===== config.mk =====
export PLATFORM = sky130hd
export DESIGN_NAME = uart_alu_host_flat
export DESIGN_NICKNAME = d
export VERILOG_FILES = /design/src/rtl/uart_alu_host_if.sv /design/src/rtl/uart_alu_host.sv /design/src/flat_wrapper.sv
export SDC_FILE = /design/constraint.sdc
export NUM_CORES = 1
export LEC_CHECK = 0
export ABC_AREA = 1
export CORE_MARGIN = 10
export CORE_UTILIZATION = 55
export DETAILED_ROUTE_END_ITERATION = 6
export GPL_ROUTABILITY_DRIVEN = 0
export HOLD_SLACK_MARGIN = 0.15
export MAX_ROUTING_LAYER = met4
export PLACE_DENSITY = 0.85
export SYNTH_ARGS = -nofsm -noshare
export SYNTH_HDL_FRONTEND = slang
export SYNTH_SLANG_ARGS = --single-unit

===== constraint.sdc =====
create_clock -name i_clock -period 3.1 [get_ports i_clock]
set_input_delay 0.93 -clock i_clock [delete_from_list [all_inputs] [get_ports i_clock]]
set_output_delay 0.93 -clock i_clock [all_outputs]
set_load 0.02 [all_outputs]

===== src/rtl/uart_alu_host_if.sv =====
// Host-side bundle of the UART ALU host: transaction request, transmitter and
// receiver handshakes, and the result/status outputs.
interface uart_alu_host_if #(
  parameter int WIDTH_WORD = 8
);
  logic                  i_start;
  logic [WIDTH_WORD-1:0] i_dato_A;
  logic [WIDTH_WORD-1:0] i_dato_B;
  logic [WIDTH_WORD-1:0] i_opcode;
  logic                  o_tx_start;
  logic [WIDTH_WORD-1:0] o_data_tx;
  logic                  i_tx_done;
  logic [WIDTH_WORD-1:0] i_data_rx;
  logic                  i_rx_done;
  logic [WIDTH_WORD-1:0] o_resultado;
  logic                  o_valid;
  logic                  o_timeout;
  logic                  o_busy;

  // Driver side: the requester together with the UART transmitter/receiver.
  modport master (
    output i_start, i_dato_A, i_dato_B, i_opcode, i_tx_done, i_data_rx, i_rx_done,
    input  o_tx_start, o_data_tx, o_resultado, o_valid, o_timeout, o_busy
  );

  // The ALU host itself.
  modport slave (
    input  i_start, i_dato_A, i_dato_B, i_opcode, i_tx_done, i_data_rx, i_rx_done,
    output o_tx_start, o_data_tx, o_resultado, o_valid, o_timeout, o_busy
  );
endinterface


===== src/rtl/uart_alu_host.sv =====
// Sends operand A, operand B and opcode over a UART transmitter, then waits
// (bounded by TIMEOUT_CYCLES) for the single result byte from the receiver.
module uart_alu_host #(
  parameter int WIDTH_WORD     = 8,
  parameter int TIMEOUT_CYCLES = 2000000
) (
  input  logic            i_clock,
  input  logic            i_reset,
  uart_alu_host_if.slave  bus
);
  localparam logic [2:0] IDLE     = 3'd0;
  localparam logic [2:0] SEND_A   = 3'd1;
  localparam logic [2:0] WAIT_A   = 3'd2;
  localparam logic [2:0] SEND_B   = 3'd3;
  localparam logic [2:0] WAIT_B   = 3'd4;
  localparam logic [2:0] SEND_OP  = 3'd5;
  localparam logic [2:0] WAIT_OP  = 3'd6;
  localparam logic [2:0] WAIT_RES = 3'd7;

  localparam int              CNT_W    = $clog2(TIMEOUT_CYCLES + 1);
  localparam logic [CNT_W-1:0] CNT_LAST = CNT_W'(TIMEOUT_CYCLES - 1);

  logic [2:0]            state;
  logic [WIDTH_WORD-1:0] reg_a;
  logic [WIDTH_WORD-1:0] reg_b;
  logic [WIDTH_WORD-1:0] reg_op;
  logic [CNT_W-1:0]      cnt;
  logic                  tx_start;
  logic [WIDTH_WORD-1:0] data_tx;
  logic [WIDTH_WORD-1:0] resultado;
  logic                  valid;
  logic                  timeout;

  // All outputs are registered, so each SEND state shows up on the pins one
  // cycle later, giving the two-cycle start-to-tx_start latency.
  always_ff @(posedge i_clock) begin
    if (i_reset) begin
      state     <= IDLE;
      reg_a     <= '0;
      reg_b     <= '0;
      reg_op    <= '0;
      cnt       <= '0;
      tx_start  <= 1'b0;
      data_tx   <= '0;
      resultado <= '0;
      valid     <= 1'b0;
      timeout   <= 1'b0;
    end else begin
      tx_start <= 1'b0;
      valid    <= 1'b0;
      timeout  <= 1'b0;
      case (state)
        IDLE: begin
          if (bus.i_start) begin
            reg_a  <= bus.i_dato_A;
            reg_b  <= bus.i_dato_B;
            reg_op <= bus.i_opcode;
            state  <= SEND_A;
          end
        end
        SEND_A: begin
          tx_start <= 1'b1;
          data_tx  <= reg_a;
          state    <= WAIT_A;
        end
        WAIT_A: if (bus.i_tx_done) state <= SEND_B;
        SEND_B: begin
          tx_start <= 1'b1;
          data_tx  <= reg_b;
          state    <= WAIT_B;
        end
        WAIT_B: if (bus.i_tx_done) state <= SEND_OP;
        SEND_OP: begin
          tx_start <= 1'b1;
          data_tx  <= reg_op;
          state    <= WAIT_OP;
        end
        WAIT_OP: begin
          if (bus.i_tx_done) begin
            cnt   <= '0;
            state <= WAIT_RES;
          end
        end
        WAIT_RES: begin
          // A result arriving on the terminal count still wins over timeout.
          if (bus.i_rx_done) begin
            resultado <= bus.i_data_rx;
            valid     <= 1'b1;
            state     <= IDLE;
          end else if (cnt == CNT_LAST) begin
            timeout <= 1'b1;
            state   <= IDLE;
          end else begin
            cnt <= cnt + CNT_W'(1);
          end
        end
        default: state <= IDLE;
      endcase
    end
  end

  assign bus.o_tx_start  = tx_start;
  assign bus.o_data_tx   = data_tx;
  assign bus.o_resultado = resultado;
  assign bus.o_valid     = valid;
  assign bus.o_timeout   = timeout;
  assign bus.o_busy      = (state != IDLE);
endmodule

===== src/flat_wrapper.sv =====
// flat-port wrapper written by rule: the top's interface ports become plain ports
module uart_alu_host_flat 
#(
  parameter int WIDTH_WORD     = 8,
  parameter int TIMEOUT_CYCLES = 2000000
)
  (i_clock, i_reset, bus_i_start, bus_i_dato_A, bus_i_dato_B, bus_i_opcode, bus_i_tx_done, bus_i_data_rx, bus_i_rx_done, bus_o_tx_start, bus_o_data_tx, bus_o_resultado, bus_o_valid, bus_o_timeout, bus_o_busy);
  uart_alu_host_if #(.WIDTH_WORD(WIDTH_WORD)) bus_i ();
  input  logic i_clock;
  input  logic i_reset;
  input wire logic [$bits(bus_i.i_start)-1:0] bus_i_start;
  input wire logic [$bits(bus_i.i_dato_A)-1:0] bus_i_dato_A;
  input wire logic [$bits(bus_i.i_dato_B)-1:0] bus_i_dato_B;
  input wire logic [$bits(bus_i.i_opcode)-1:0] bus_i_opcode;
  input wire logic [$bits(bus_i.i_tx_done)-1:0] bus_i_tx_done;
  input wire logic [$bits(bus_i.i_data_rx)-1:0] bus_i_data_rx;
  input wire logic [$bits(bus_i.i_rx_done)-1:0] bus_i_rx_done;
  output wire logic [$bits(bus_i.o_tx_start)-1:0] bus_o_tx_start;
  output wire logic [$bits(bus_i.o_data_tx)-1:0] bus_o_data_tx;
  output wire logic [$bits(bus_i.o_resultado)-1:0] bus_o_resultado;
  output wire logic [$bits(bus_i.o_valid)-1:0] bus_o_valid;
  output wire logic [$bits(bus_i.o_timeout)-1:0] bus_o_timeout;
  output wire logic [$bits(bus_i.o_busy)-1:0] bus_o_busy;
  assign bus_i.i_start = bus_i_start;
  assign bus_i.i_dato_A = bus_i_dato_A;
  assign bus_i.i_dato_B = bus_i_dato_B;
  assign bus_i.i_opcode = bus_i_opcode;
  assign bus_i.i_tx_done = bus_i_tx_done;
  assign bus_i.i_data_rx = bus_i_data_rx;
  assign bus_i.i_rx_done = bus_i_rx_done;
  assign bus_o_tx_start = bus_i.o_tx_start;
  assign bus_o_data_tx = bus_i.o_data_tx;
  assign bus_o_resultado = bus_i.o_resultado;
  assign bus_o_valid = bus_i.o_valid;
  assign bus_o_timeout = bus_i.o_timeout;
  assign bus_o_busy = bus_i.o_busy;
  uart_alu_host #(.WIDTH_WORD(WIDTH_WORD), .TIMEOUT_CYCLES(TIMEOUT_CYCLES)) u_core (.i_clock(i_clock), .i_reset(i_reset), .bus(bus_i));
endmodule

==> results of run 1 <==
-- worst min-delay path, stage by stage (launching register included) --
cell and delay [ns]:
dfxtp_1 0.32, inv_1 0.05, a21oi_1 0.05
-- state kept, by name (all words and copies together) (netlist names) --
name / flops
u_core.bus.o_timeout: 1
u_core.cnt: 21
u_core.bus.o_resultado: 8
u_core.bus.o_tx_start: 1
u_core.reg_a: 8
u_core.state: 3
u_core.reg_op: 8
u_core.reg_b: 8
u_core.bus.o_valid: 1
u_core.bus.o_data_tx: 8
-- layout make-up --
| cell class | instances | area, µm² |
|---|---|---|
| fill | 488 | 1775 |
| multi-input combinational | 341 | 1628 |
| sequential | 67 | 1341 |
| timing repair buffer | 60 | 590.6 |
| inverter | 68 | 255.2 |
| clock buffer | 11 | 151.4 |
| tap | 75 | 93.84 |
| clock inverter | 5 | 85.08 |
-- layer usage --
| metal | wire length, µm | up-vias | global-route usage |
|---|---|---|---|
| met3 | 528 | 14 | 0.04228 |
| li1 | - | 1686 | - |
| met5 | 0 | - | - |
| met4 | 159 | 0 | 0.06935 |
| met2 | 3924 | 120 | 0.2726 |
| met1 | 3684 | 1515 | 0.2059 |
-- how the worst min path moves through the flow --
stage | depth (start not counted) | to | slack (ns) | startpoint
6_report | 2 | u_core.reg_a[1] | 0.45 | u_core.reg_a[1]
5_1_grt | 2 | u_core.reg_a[1] | 0.47 | u_core.reg_a[1]
4_1_cts | 2 | u_core.reg_a[1] | 0.45 | u_core.reg_a[1]
3_5_place_dp | 2 | u_core.reg_a[1] | 0.44 | u_core.reg_a[1]
3_3_place_gp | 2 | u_core.reg_a[1] | 0.43 | u_core.reg_a[1]
2_1_floorplan | 2 | u_core.reg_a[2] | 0.42 | u_core.reg_a[2]
-- through the flow --
step / hold slack [ns] / utilization / area (µm²)
6_report: 0.4508 / 0.7001 / 4145
3_3_place_gp: 0.4333 / 0.6602 / 3909
5_1_grt: 0.4748 / 0.7001 / 4145
2_1_floorplan: 0.4237 / - / 3334
4_1_cts: 0.4522 / 0.7001 / 4145
3_5_place_dp: 0.4404 / 0.6602 / 3909
-- cells by family after synthesis --
family | after synthesis | share of synthesized area
buffers and inverters | 89 | 0.1096
AOI/OAI and AO/OA | 114 | 0.1850
DFF | 67 | 0.4023
xor gates and xnor gates | 2 | 0.005254
adders and majority gates | 5 | 0.01876
and+or+nand+nor | 220 | 0.2792
-- report_power, final --
part | internal, µW | total [µW] | leakage, µW | switching (µW)
combinational | 351 | 910 | 0.000913 | 559
sequential | 1050 | 1170 | 0.000547 | 115
clock | 499 | 853 | 0.000116 | 353
-- placed cells by master, fill, tap and decap left out --
cell,n
xnor2_1,2
dfxtp_1,67
buf_4,4
nor2_4,1
or2_2,1
clkinvlp_4,1
nand2_4,3
inv_2,4
o21ai_0,41
clkinv_1,1
nand4_1,1
nor2_2,2
a21oi_2,6
a21oi_1,57
nor3b_1,1
inv_1,63
clkinv_4,2
nand3_1,40
nand2_2,1
bufinv_16,2
nor4_1,1
ha_1,5
clkdlybuf4s50_1,56
nand2_1,107
o2111ai_1,1
clkbuf_8,11
nor2_1,61
a21oi_4,1
o21ai_1,1
nand3_2,1
o22ai_1,7
==> metrics, run 1 <==
share of cells above drive strength 1=0.07246; CP arrival=approximately 1.8 ns; routed wire length=8297 µm; CTS tree=built; final total power=slightly below 3000 µW; GRT Util Overall=0.1727; Final Max Tran Viols=0; vias in the first global route=between 3000 and 4000; top_reg_cell synth=dfxtp_1; post-CTS setup buffers=0; Post-Place Cells=around 610; DR pass1 iterations=4; FF-to-FF End=u_core.cnt[0]; slowest CP cell=clkdlybuf4s50_1; worst slew pin tran=between 0.4 and 0.5 ns; crit path capture=bus_o_busy; number of max-cap violations=0; FF+latch count, synth=67; EDFF count, synth=0; number of CTS-inserted buffers=9; Crit path largest cell delay=0.62 ns; # port buffers=56; DP Worst Slack=around 0.7 ns; post-synthesis sequential area ratio=0.4023; Final min period=2.685 ns; Worst setup EP type=primary output; CTS resizes=0; initial antenna violation count=0; reg2reg start=u_core.state[0]; mapped cell area=around 3300 µm²; # diodes=0; synthesis-to-finish area growth=24.32%; cell type with the largest total area after synthesis=dfxtp_1; P per Cell Area=around 710 nW/µm²; Layout Skew=between 0.01 and 0.015 ns; final cell count without fillers=around 630; buffers and inverters on the worst path=2; count of cell types in the netlist=30; final hold vios=0; Ys Warns=0; Max FO, Critical Path=3; Clock Latency Late Sink=0.35 ns; die footprint=9577 µm²; top-area cell type share of the netlist area=0.4023; Worst slew margin=0.7018; Post-Syn Area per Cell=approximately 6.7 µm²; IO Pins=57; Detail Route Antenna Nets=0; Stages on worst setup path=4; Top Family by Delay on Critical Path=buffers and inverters; count leader, synth=nand2_1; Critical Path Source=u_core.state[0]; nets@finish=roughly 600; Setup violations, final=0; Worst Path Required=~2.2 ns; Setup CP Type=reg -> out; R2R setup slack=approximately 1.1 ns; RSZ-0062 raised after global routing=no; Setup TNS=0 ns; Sink Count=67; status=completed; starting density of the core=0.5632; most frequent cells after synthesis=107 x nand2_1, 67 x dfxtp_1, 63 x inv_1; Clock transition at path regs=0.08 ns; fmax=between 0.3 and 0.4 GHz; CTS Root Cell=clkbuf_8; synth top area cells=dfxtp_1 40%, nand2_1 12%, a21oi_1 8.6%, inv_1 7.1%, nor2_1 6.9%; Die Width=between 90 and 100 µm; leak pwr=about 0.0016 µW; H-tree depth=3; Post-CTS Hold Buffers=0; Core Area=5921 µm²; largest net degree at the start of global routing=51; Wirelength per Cell=roughly 13 µm; routed via count=between 3000 and 4000; Post-Synthesis Cells=497; CP Launch Type=register; Iter 0 DRT Violations=between 150 and 200; post-DP HPWL=5900 µm; Post-route DRC=0; Syn Nets=about 540; Tcrit/Tclk final=0.8660; FP Rows=28; min setup slack post-route=~0.42 ns; Critical Path, Cell by Cell=inv_1 -> ha_1 -> nand2_1 -> clkdlybuf4s50_1; Die Ht=slightly below 100 µm; Post-synth ARST share=0; cell depth of the worst flop-to-flop path=9; first-pass GRT wire length=between 10000 and 15000 µm; vias per cell=5.319; min-delay worst type=reg -> reg; CTS max path bufs=2; total grt overflow=0; Max IR drop VDD=roughly 0.6 mV
(Power assumes the default switching activity.)
==> inputs of run 2 (changes only) <==
- SKIP_LAST_GASP: unset -> 1
==> results of run 2 <==
Same layout as run 1: the final DEF is identical, and so are final timing and power.
